===== src/rtl/mem_arbiter_pkg.sv =====
// mem_arb_defs: encodings and arbitration helper shared by mem_arbiter and its bench-facing
// sub-blocks.
//   state_e  : ST_IDLE / ST_ACCESS / ST_RESP   sequencer states
//   owner_e  : OWN_I (fetch port) / OWN_D (load/store port)
//   pick_owner(): round-robin choice between the two request lines
package mem_arb_defs;

  typedef enum logic [1:0] {
    ST_IDLE   = 2'd0,
    ST_ACCESS = 2'd1,
    ST_RESP   = 2'd2
  } state_e;

  typedef enum logic {
    OWN_I = 1'b0,
    OWN_D = 1'b1
  } owner_e;

  // With both ports requesting, the port that did not win last time goes next.
  // Only meaningful when at least one request is high.
  function automatic owner_e pick_owner(input logic i_req, input logic d_req,
                                        input owner_e last_grant);
    if (i_req && d_req) return (last_grant == OWN_I) ? OWN_D : OWN_I;
    else if (d_req)     return OWN_D;
    else                return OWN_I;
  endfunction

endpackage


===== src/rtl/mem_arbiter_wait_ctr.sv =====
// mem_wait_ctr: wait-state down-counter for the memory access sequencer.
//   clk, rst_n : clock, asynchronous active-low reset
//   load       : load load_val (takes priority over dec)
//   load_val   : wait-state count to start from
//   dec        : count down by one; holds at zero
//   zero       : counter is zero
module mem_wait_ctr #(
  parameter int CNT_W = 4
) (
  input  logic             clk,
  input  logic             rst_n,
  input  logic             load,
  input  logic [CNT_W-1:0] load_val,
  input  logic             dec,
  output logic             zero
);

  logic [CNT_W-1:0] cnt;

  // NOTE: clocked state is always assigned with <= so every flop samples the
  // pre-edge values; a blocking = here would create order-dependent races.
  always_ff @(posedge clk or negedge rst_n) begin
    if (!rst_n)                      cnt <= '0;
    else if (load)                   cnt <= load_val;
    else if (dec && (cnt != '0))     cnt <= cnt - 1'b1;
  end

  assign zero = (cnt == '0);

endmodule


===== src/rtl/mem_arbiter.sv =====
// mem_arbiter: shares one byte-addressed memory between the instruction-fetch
// port (I, read-only) and the load/store port (D). Each granted access spends
// WAIT_CYCLES+1 cycles in ACCESS (memory edge on the last one), then one RESP
// cycle that pulses the owner's ack.
//   I port : i_req, i_adr -> i_rdata, i_ack
//   D port : d_req, d_we, d_adr, d_wdata -> d_rdata (0 for stores), d_ack
//   status : err (misaligned access, with the ack), busy (not IDLE)
//   memory : mem_adr, mem_din, mem_rd, mem_wr -> mem_dout (combinational read)
// Build option: define MEM_ALIGN_CHK_EN to reject accesses with adr[1:0] != 0
// (no memory cycle, rdata = 0, err = 1 with the ack). Undefined: err is 0 and
// misaligned addresses go to memory unchanged.
module mem_arbiter
  import mem_arb_defs::*;
#(
  parameter int ADDR_W      = 32,
  parameter int DATA_W      = 32,
  parameter int WAIT_CYCLES = 1,
  parameter int CNT_W       = 4
) (
  input  logic              clk,
  input  logic              rst_n,
  input  logic              i_req,
  input  logic [ADDR_W-1:0] i_adr,
  output logic [DATA_W-1:0] i_rdata,
  output logic              i_ack,
  input  logic              d_req,
  input  logic              d_we,
  input  logic [ADDR_W-1:0] d_adr,
  input  logic [DATA_W-1:0] d_wdata,
  output logic [DATA_W-1:0] d_rdata,
  output logic              d_ack,
  output logic              err,
  output logic              busy,
  output logic [ADDR_W-1:0] mem_adr,
  output logic [DATA_W-1:0] mem_din,
  output logic              mem_rd,
  output logic              mem_wr,
  input  logic [DATA_W-1:0] mem_dout
);

  localparam logic [CNT_W-1:0] WAIT_LD = CNT_W'(WAIT_CYCLES);

  state_e            state, state_nx;
  owner_e            owner, last_grant, gnt_owner;
  logic [ADDR_W-1:0] adr_q, gnt_adr;
  logic [DATA_W-1:0] wdata_q;
  logic              we_q, misal_q;
  logic              grant, gnt_misal, cnt_zero;

  // ---------------- grant decode (only acted on in IDLE) ----------------
  assign grant     = (state == ST_IDLE) && (i_req || d_req);
  assign gnt_owner = pick_owner(i_req, d_req, last_grant);
  assign gnt_adr   = (gnt_owner == OWN_D) ? d_adr : i_adr;

`ifdef MEM_ALIGN_CHK_EN
  assign gnt_misal = (gnt_adr[1:0] != 2'b00);
`else
  assign gnt_misal = 1'b0;
`endif

  mem_wait_ctr #(.CNT_W(CNT_W)) u_wait_ctr (
    .clk      (clk),
    .rst_n    (rst_n),
    .load     (grant),
    .load_val (WAIT_LD),
    .dec      (state == ST_ACCESS),
    .zero     (cnt_zero)
  );

  // ---------------- FSM: state register ----------------
  always_ff @(posedge clk or negedge rst_n) begin
    if (!rst_n) state <= ST_IDLE;
    else        state <= state_nx;
  end

  // ---------------- FSM: next state ----------------
  // NOTE: every combinational output gets a default before the case so no
  // path leaves it unassigned, which would otherwise infer a latch.
  always_comb begin
    state_nx = state;
    case (state)
      ST_IDLE:   if (grant) state_nx = gnt_misal ? ST_RESP : ST_ACCESS;
      ST_ACCESS: if (cnt_zero) state_nx = ST_RESP;
      ST_RESP:   state_nx = ST_IDLE;   // req is not looked at here
      default:   state_nx = ST_IDLE;
    endcase
  end

  // ---------------- FSM: outputs ----------------
  // Derived from the asynchronously reset state, so mem_wr drops the moment
  // rst_n falls and an interrupted store never reaches memory.
  always_comb begin
    busy    = (state != ST_IDLE);
    mem_adr = '0;
    mem_din = '0;
    mem_rd  = 1'b0;
    mem_wr  = 1'b0;
    i_ack   = 1'b0;
    d_ack   = 1'b0;
    err     = 1'b0;
    case (state)
      ST_ACCESS: begin
        mem_adr = adr_q;
        mem_din = wdata_q;
        mem_rd  = ~we_q;
        mem_wr  = we_q & cnt_zero;   // single write edge at the end of ACCESS
      end
      ST_RESP: begin
        i_ack = (owner == OWN_I);
        d_ack = (owner == OWN_D);
        err   = misal_q;
      end
      default: ;
    endcase
  end

  // ---------------- request latch and read-data capture ----------------
  always_ff @(posedge clk or negedge rst_n) begin
    if (!rst_n) begin
      adr_q      <= '0;
      wdata_q    <= '0;
      we_q       <= 1'b0;
      misal_q    <= 1'b0;
      owner      <= OWN_I;
      last_grant <= OWN_D;
      i_rdata    <= '0;
      d_rdata    <= '0;
    end else if (grant) begin
      adr_q      <= gnt_adr;
      wdata_q    <= (gnt_owner == OWN_D) ? d_wdata : '0;
      we_q       <= (gnt_owner == OWN_D) && d_we;   // the fetch port never writes
      misal_q    <= gnt_misal;
      owner      <= gnt_owner;
      last_grant <= gnt_owner;
      // A rejected access still completes, returning zero data.
      if (gnt_misal) begin
        if (gnt_owner == OWN_I) i_rdata <= '0;
        else                    d_rdata <= '0;
      end
    end else if ((state == ST_ACCESS) && cnt_zero) begin
      if (owner == OWN_I) i_rdata <= mem_dout;
      else                d_rdata <= we_q ? '0 : mem_dout;
    end
  end

endmodule


===== config.mk =====
export PLATFORM = sky130hd
export DESIGN_NAME = mem_arbiter
export DESIGN_NICKNAME = d
export VERILOG_FILES = /design/src/rtl/mem_arbiter_pkg.sv /design/src/rtl/mem_arbiter_wait_ctr.sv /design/src/rtl/mem_arbiter.sv
export SDC_FILE = /design/constraint.sdc
export NUM_CORES = 1
export LEC_CHECK = 0
export ABC_AREA = 0
export CAP_MARGIN = 5
export CORE_ASPECT_RATIO = 0.5
export CORE_MARGIN = 10
export CORE_UTILIZATION = 43
export DETAILED_ROUTE_END_ITERATION = 7
export PLACE_DENSITY = 0.81
export SLEW_MARGIN = 20
export SYNTH_ARGS = -nofsm -noshare
export SYNTH_HDL_FRONTEND = slang
export SYNTH_HIERARCHICAL = 1
export SYNTH_SLANG_ARGS = --single-unit

===== constraint.sdc =====
create_clock -name clk -period 2.6 [get_ports clk]
set_clock_uncertainty 0.05 [all_clocks]
set_input_delay 0.26 -clock clk [delete_from_list [all_inputs] [get_ports clk]]
set_output_delay 0.26 -clock clk [all_outputs]
set_load 0.01 [all_outputs]

Yosys cells after proc, flatten, opt, wreduce, memory -nomap -nowiden
Index checks and enable logic that the tools add are counted.
{"block": "totals", "ff_bits": 137}
{"block": "classes", "n_addsub": 1, "n_eq_ne": 4, "mux": 17, "n_bitwise": 4, "reduce_logical": 14}
{"operator": "$mux 32", "n": 5}
{"operator": "$mux 4", "n": 2}
{"operator": "$mux 1", "n": 7}
{"operator": "$reduce_and 3->1", "n": 2}
{"operator": "$logic_and 1x1->1", "n": 5}
{"operator": "$logic_not 4->1", "n": 1}
{"operator": "$mux 2", "n": 2}
{"operator": "$ne 2x2->1 const B", "n": 2}
{"operator": "$pmux 2 s2", "n": 1}
{"operator": "$reduce_bool 2->1", "n": 2}
{"operator": "$reduce_bool 4->1", "n": 1}
{"operator": "$sub 4x1->4 const B", "n": 1}
{"operator": "$not 1->1", "n": 3}
{"operator": "$eq 2x1->1 const B", "n": 1}
{"operator": "$eq 2x2->1 const B", "n": 1}
{"operator": "$logic_not 2->1", "n": 1}
{"operator": "$reduce_and 2->1", "n": 1}
{"operator": "$and 1x1->1", "n": 1}
{"operator": "$logic_or 1x1->1", "n": 1}

Depth between registers and ports, before layout
Gate-level depths: netlist of the first run.
{"block": "logic_depth", "ltp_word": 4, "mapped_depth": 8}

Hierarchy
Netlist of the first run, hierarchy kept.
{"mod": "mem_arbiter", "instances": 1, "cells_per_inst": 475, "area_each_um2": 5901.9}
{"mod": "mem_wait_ctr", "instances": 1, "cells_per_inst": 27, "area_each_um2": 252.7}

Worst setup path before layout of the first run
Ideal clock, no wire load.
{"block": "synth_path", "path_kind": "reg2reg", "start": "reg u_wait_ctr.cnt[0]", "end": "reg i_rdata[10]", "setup_ps": 125, "t_arrival_ps": 1974, "required_ps": 2425, "path_slack_ps": 451, "path_stages_with_launch": 8, "path_buffers": 1, "period_less_slack_ps": 2149, "cell_sequence": "dfrtp_1 inv_1 ha_1 or3b_4 inv_1 nor3b_2 buf_2 mux2_2"}
{"block": "synth_between", "elab_chain_cells": 3}
{"item": "start, declared", "line": "mem_arbiter_wait_ctr.sv:18", "rtl": "logic [CNT_W-1:0] cnt;"}
{"item": "start signal, assigned", "line": "mem_arbiter_wait_ctr.sv:24", "rtl": "else if (load) cnt <= load_val;"}
{"item": "start signal, assigned", "line": "mem_arbiter_wait_ctr.sv:25", "rtl": "else if (dec && (cnt != '0)) cnt <= cnt - 1'b1;"}
{"item": "$logic_not 4->1", "line": "mem_arbiter_wait_ctr.sv:28", "rtl": "assign zero = (cnt == '0);"}
{"item": "via cnt_zero", "line": "mem_arbiter.sv:48", "rtl": "logic grant, gnt_misal, cnt_zero;"}
{"item": "$logic_and 1x1->1", "line": "mem_arbiter.sv:140", "rtl": "end else if ((state == ST_ACCESS) && cnt_zero) begin"}
{"item": "$reduce_and 3->1 (no source line)"}
{"item": "end signal, assigned", "line": "mem_arbiter.sv:141", "rtl": "if (owner == OWN_I) i_rdata <= mem_dout;"}
{"item": "end, declared", "line": "mem_arbiter.sv:24", "rtl": "output logic [DATA_W-1:0] i_rdata,"}
The timed path passes the listed nets, and every way through them passes these cells.
A chain may end at the register's enable or synchronous reset.

Final worst setup path of the first run
{"block": "layout_path", "start": "reg state[1]", "end": "out mem_din[10]"}
{"block": "layout_between", "elab_chain_cells": 2}
{"item": "start, declared", "line": "mem_arbiter.sv:43", "rtl": "state_e state, state_nx;"}
{"item": "start signal, assigned", "line": "mem_arbiter.sv:73", "rtl": "else state <= state_nx;"}
{"item": "$eq 2x1->1", "line": "mem_arbiter.sv:101", "rtl": "case (state)"}
{"item": "$mux 32", "line": "mem_arbiter.sv:101"}
{"item": "end, declared", "line": "mem_arbiter.sv:35", "rtl": "output logic [DATA_W-1:0] mem_din,"}
Every way passes these cells.

==> results of run 1 <==
[through the flow]
| step | instance area (um^2) | instances | util, % |
|---|---|---|---|
| 6_report | 9580 | 974 | 69.5 |
| 5_1_grt | 9580 | 974 | 69.5 |
| 3_3_place_gp | 9020 | 943 | 65.5 |
| 2_1_floorplan | 6170 | 505 | - |
| 4_1_cts | 9570 | 974 | 69.5 |
| 3_5_place_dp | 9020 | 943 | 65.5 |
[registers in the layout (all words and copies together) (netlist names)]
name / flops
owner: 1
state: 2
we_q: 1
u_wait_ctr/cnt: 4
i_rdata: 32
adr_q: 32
last_grant: 1
wdata_q: 32
d_rdata: 32
[cell usage after synthesis]
cell / number
nor2_1: 2
buf_8: 3
mux2_2: 67
o21ai_1: 1
clkbuf_1: 18
a22o_1: 33
nor3b_2: 2
clkinv_4: 1
a31o_2: 1
nand2b_1: 34
and3b_1: 1
a21o_1: 2
buf_4: 1
a221o_1: 1
nand2_1: 35
nand4b_1: 1
nor3_1: 1
o31a_1: 1
o21ai_0: 34
ha_1: 1
and4b_2: 1
and2_1: 65
inv_1: 4
a21oi_1: 3
dfrtp_1: 136
dfstp_2: 1
and3_1: 1
a21boi_2: 1
mux2_1: 29
buf_2: 10
conb_1: 2
and3_4: 1
buf_1: 1
buf_6: 1
or3b_4: 1
nor4b_1: 1
nor3b_1: 2
or2_1: 2
[worst max-delay path by stage]
stage,from,endpoint,cells after the start
floorplan,u_wait_ctr/cnt[0]$_DFFE_PN0P_,i_rdata[10]$_DFFE_PN0P_,7
global placement,u_wait_ctr/cnt[0]$_DFFE_PN0P_,mem_wr,6
detailed placement,u_wait_ctr/cnt[0]$_DFFE_PN0P_,mem_wr,6
CTS,state[1]$_DFFE_PN0P_,mem_din[10],5
global route,state[1]$_DFFE_PN0P_,mem_din[10],5
finish,state[1]$_DFFE_PN0P_,mem_din[10],5
[cells by family after synthesis]
| kind of cell | share of synthesized area [%] |
|---|---|
| flops | 55.7 |
| other cells | 0.122 |
| compound gates | 8.66 |
| buf+inv | 3.39 |
| simple gates | 14.3 |
| fa+ha+maj | 0.203 |
| mux | 17.6 |
[layout make-up]
class                           count  area (um^2)
Multi-Input combinational cell    329         2550
Clock inverter                      9         76.3
Tap cell                          192          240
Inverter                            5         23.8
Clock buffer                       21          460
Timing Repair Buffer              281         2800
Sequential cell                   137         3430
Fill cell                        1027         4200
[power groups by stage]
stage | Sequential [W] | Clock [W] | Combinational [W]
CTS | 0.00364 | 0.00227 | 0.00541
finish | 0.00364 | 0.00221 | 0.00535
global placement | 0.00361 | 0 | 0.00528
floorplan | 0.00380 | 0 | 0.00235
global route | 0.00377 | 0.00237 | 0.00578
detailed placement | 0.00366 | 0 | 0.00537
[worst register-to-register path: stages, from the launching register on]
cell and delay, ns:
dfrtp_1 0.38, inv_1 0.12, ha_2 0.23, or3b_4 0.42
inv_1 0.15, nor3b_4 0.25, buf_12 0.25, mux2_2 0.37
[per-layer routing]
layer  vias to the layer above  share of wire (%)
met2                       138                 54
met1                      2364                 39
met4                         0               0.98
met3                        13                6.1
met5                         -                  0
li1                       2252                  -
[repair_timing]
action | 4_1_cts | 5_1_grt
setup endpoints to repair | 1 | 57
buffers inserted | 0 | 0
pin swaps | 0 | 0
hold endpoints to repair | 56 | 0
hold buffers | 1 | 0
resized for setup | 2 | 3
==> impl_metrics.yaml, run 1 <==
drt:
  routedWlPerCell_um: 18.9
  drt_wl_total_um: 18400
  drtAntennaViolNets: 0
  drc: 0
  drt-pass1-iter-count: 4
  num_vias: 4767
  drt_iter0_drc: 211
  viasPerCell: 4.89
pwr:
  switchingPower_w: 0.00364
  finalPower_w: 0.0112
  comb_power_share_pct: 47.8
  p_int_w: 0.00755
  seqPwrFrac_pct: 32.5
  switching_share_pct: 32.5
  clockPowerShare_pct: 19.8
  pwr_density_cell_nw_per_um2: 1170
  power_leakage_nw: 4.13
  irDropWorstVdd_uv: 582
floorplan:
  io_pins: 267
  core_um2: 13800
  die_x_um: 189
  start_util_pct: 44.7
  die_height_um: 105
  die_area_um2: 19800
  rows: 30
timing:
  rsz0062_at_grt: "true"
  fmax_mhz: 404
  relSlewSlack_pct: 59.8
  setup_viol_count_final: 0
  fin_crit_ns: 2.47
  fin_setup_tns_ns: 0
  period_share_pct: 95.2
  hold_viol: 0
  whs_ns: 0.339
  fin_ws_ns: 0.125
  drv_slew: 0
  tightest_slew_ns: 0.603
yosys:
  synthCells: 502
  ys.warnings.count: 6
  avgSynthCellArea_um2: 12.3
  synth.area.top_cells: "dfrtp_1, mux2_2, and2_1"
  netlist_area_um2: 6150
  yosysUniqueCellTypes: 38
  synth-seq-cells: 137
  netlist.area_leader.share_pct: 55.3
  synth_area_leader_cell: "dfrtp_1"
  yosysSeqAreaShare_pct: 55.7
clock_tree:
  cts.clk_slew.worst_paths_ns: 0.06
  clock-sinks: 137
  cts-buffers-inserted: 17
  clkLatencyLatePin_ns: 0.40
  cts-root-buf: "clkbuf_16"
  htree_num_levels: 4
  cts_tree: "built"
  cts_buffer_depth: 2
critical_path:
  endpoint_kind: "output port"
  critPathLaunchType: "flop"
  r2r_cells: 7
  cp_top_family: "buffers and inverters"
  critPathMaxStageDelay_ns: 0.59
  slowest_stage: "clkdlybuf4s50_1"
  cp_num_buf_inv: 3
  r2r-start: "u_wait_ctr/cnt[0]$_DFFE_PN0P_"
  cp_max_fo: 36
  worstPathRequired_ns: 2.29
  setup.worst_path.class: "reg2out"
  reg2reg_slack_ns: 0.28
  path_cells: "nand2b_1 -> inv_1 -> buf_6 -> and2_1 -> clkdlybuf4s50_1"
  worstReg2RegEnd: "i_rdata[15]$_DFFE_PN0P_"
  critPathArrivalTime_ns: 2.16
place:
  pre_cts_ws_ns: 0.337
  place_hpwl_um: 13500
  routabilityCongestion: 0.751
  io_buffers: 265
finish:
  syn_to_final_growth_pct: 55.6
  drive_gt1_share_pct: 15.5
  nNetsFinal: 905
  final_cell_mix: "clkdlybuf4s50_1, dfrtp_1, mux2_2"
  diodes: 0
  final_common_cell: "clkdlybuf4s50_1"
flow_run:
  cap_violations: 0
global_routing:
  met2_usage_pct: 33.5
  grt_pass1_wl_um: 29100
  grt.busiest_layer: "met2"
  use_met1_pct: 20.4
  grt_max_degree: 65
  antenna_found_initial: 0
  grt_pass1_vias: 5074
  grt.overflow.total: 0
  grt_usage_pct: 18.3
  met3_usage_pct: 5.11
outcome:
  status: "finished, final reports clean"
min_path:
  hp-class: "in2async"
No activity file was read; power rests on OpenSTA's default activity.
==> run 2, diff against run 1 <==
- ABC_CLOCK_PERIOD_IN_PS: default -> 2600
==> results of run 2 <==
The final DEF is identical to that of run 1; final timing and power are the same.
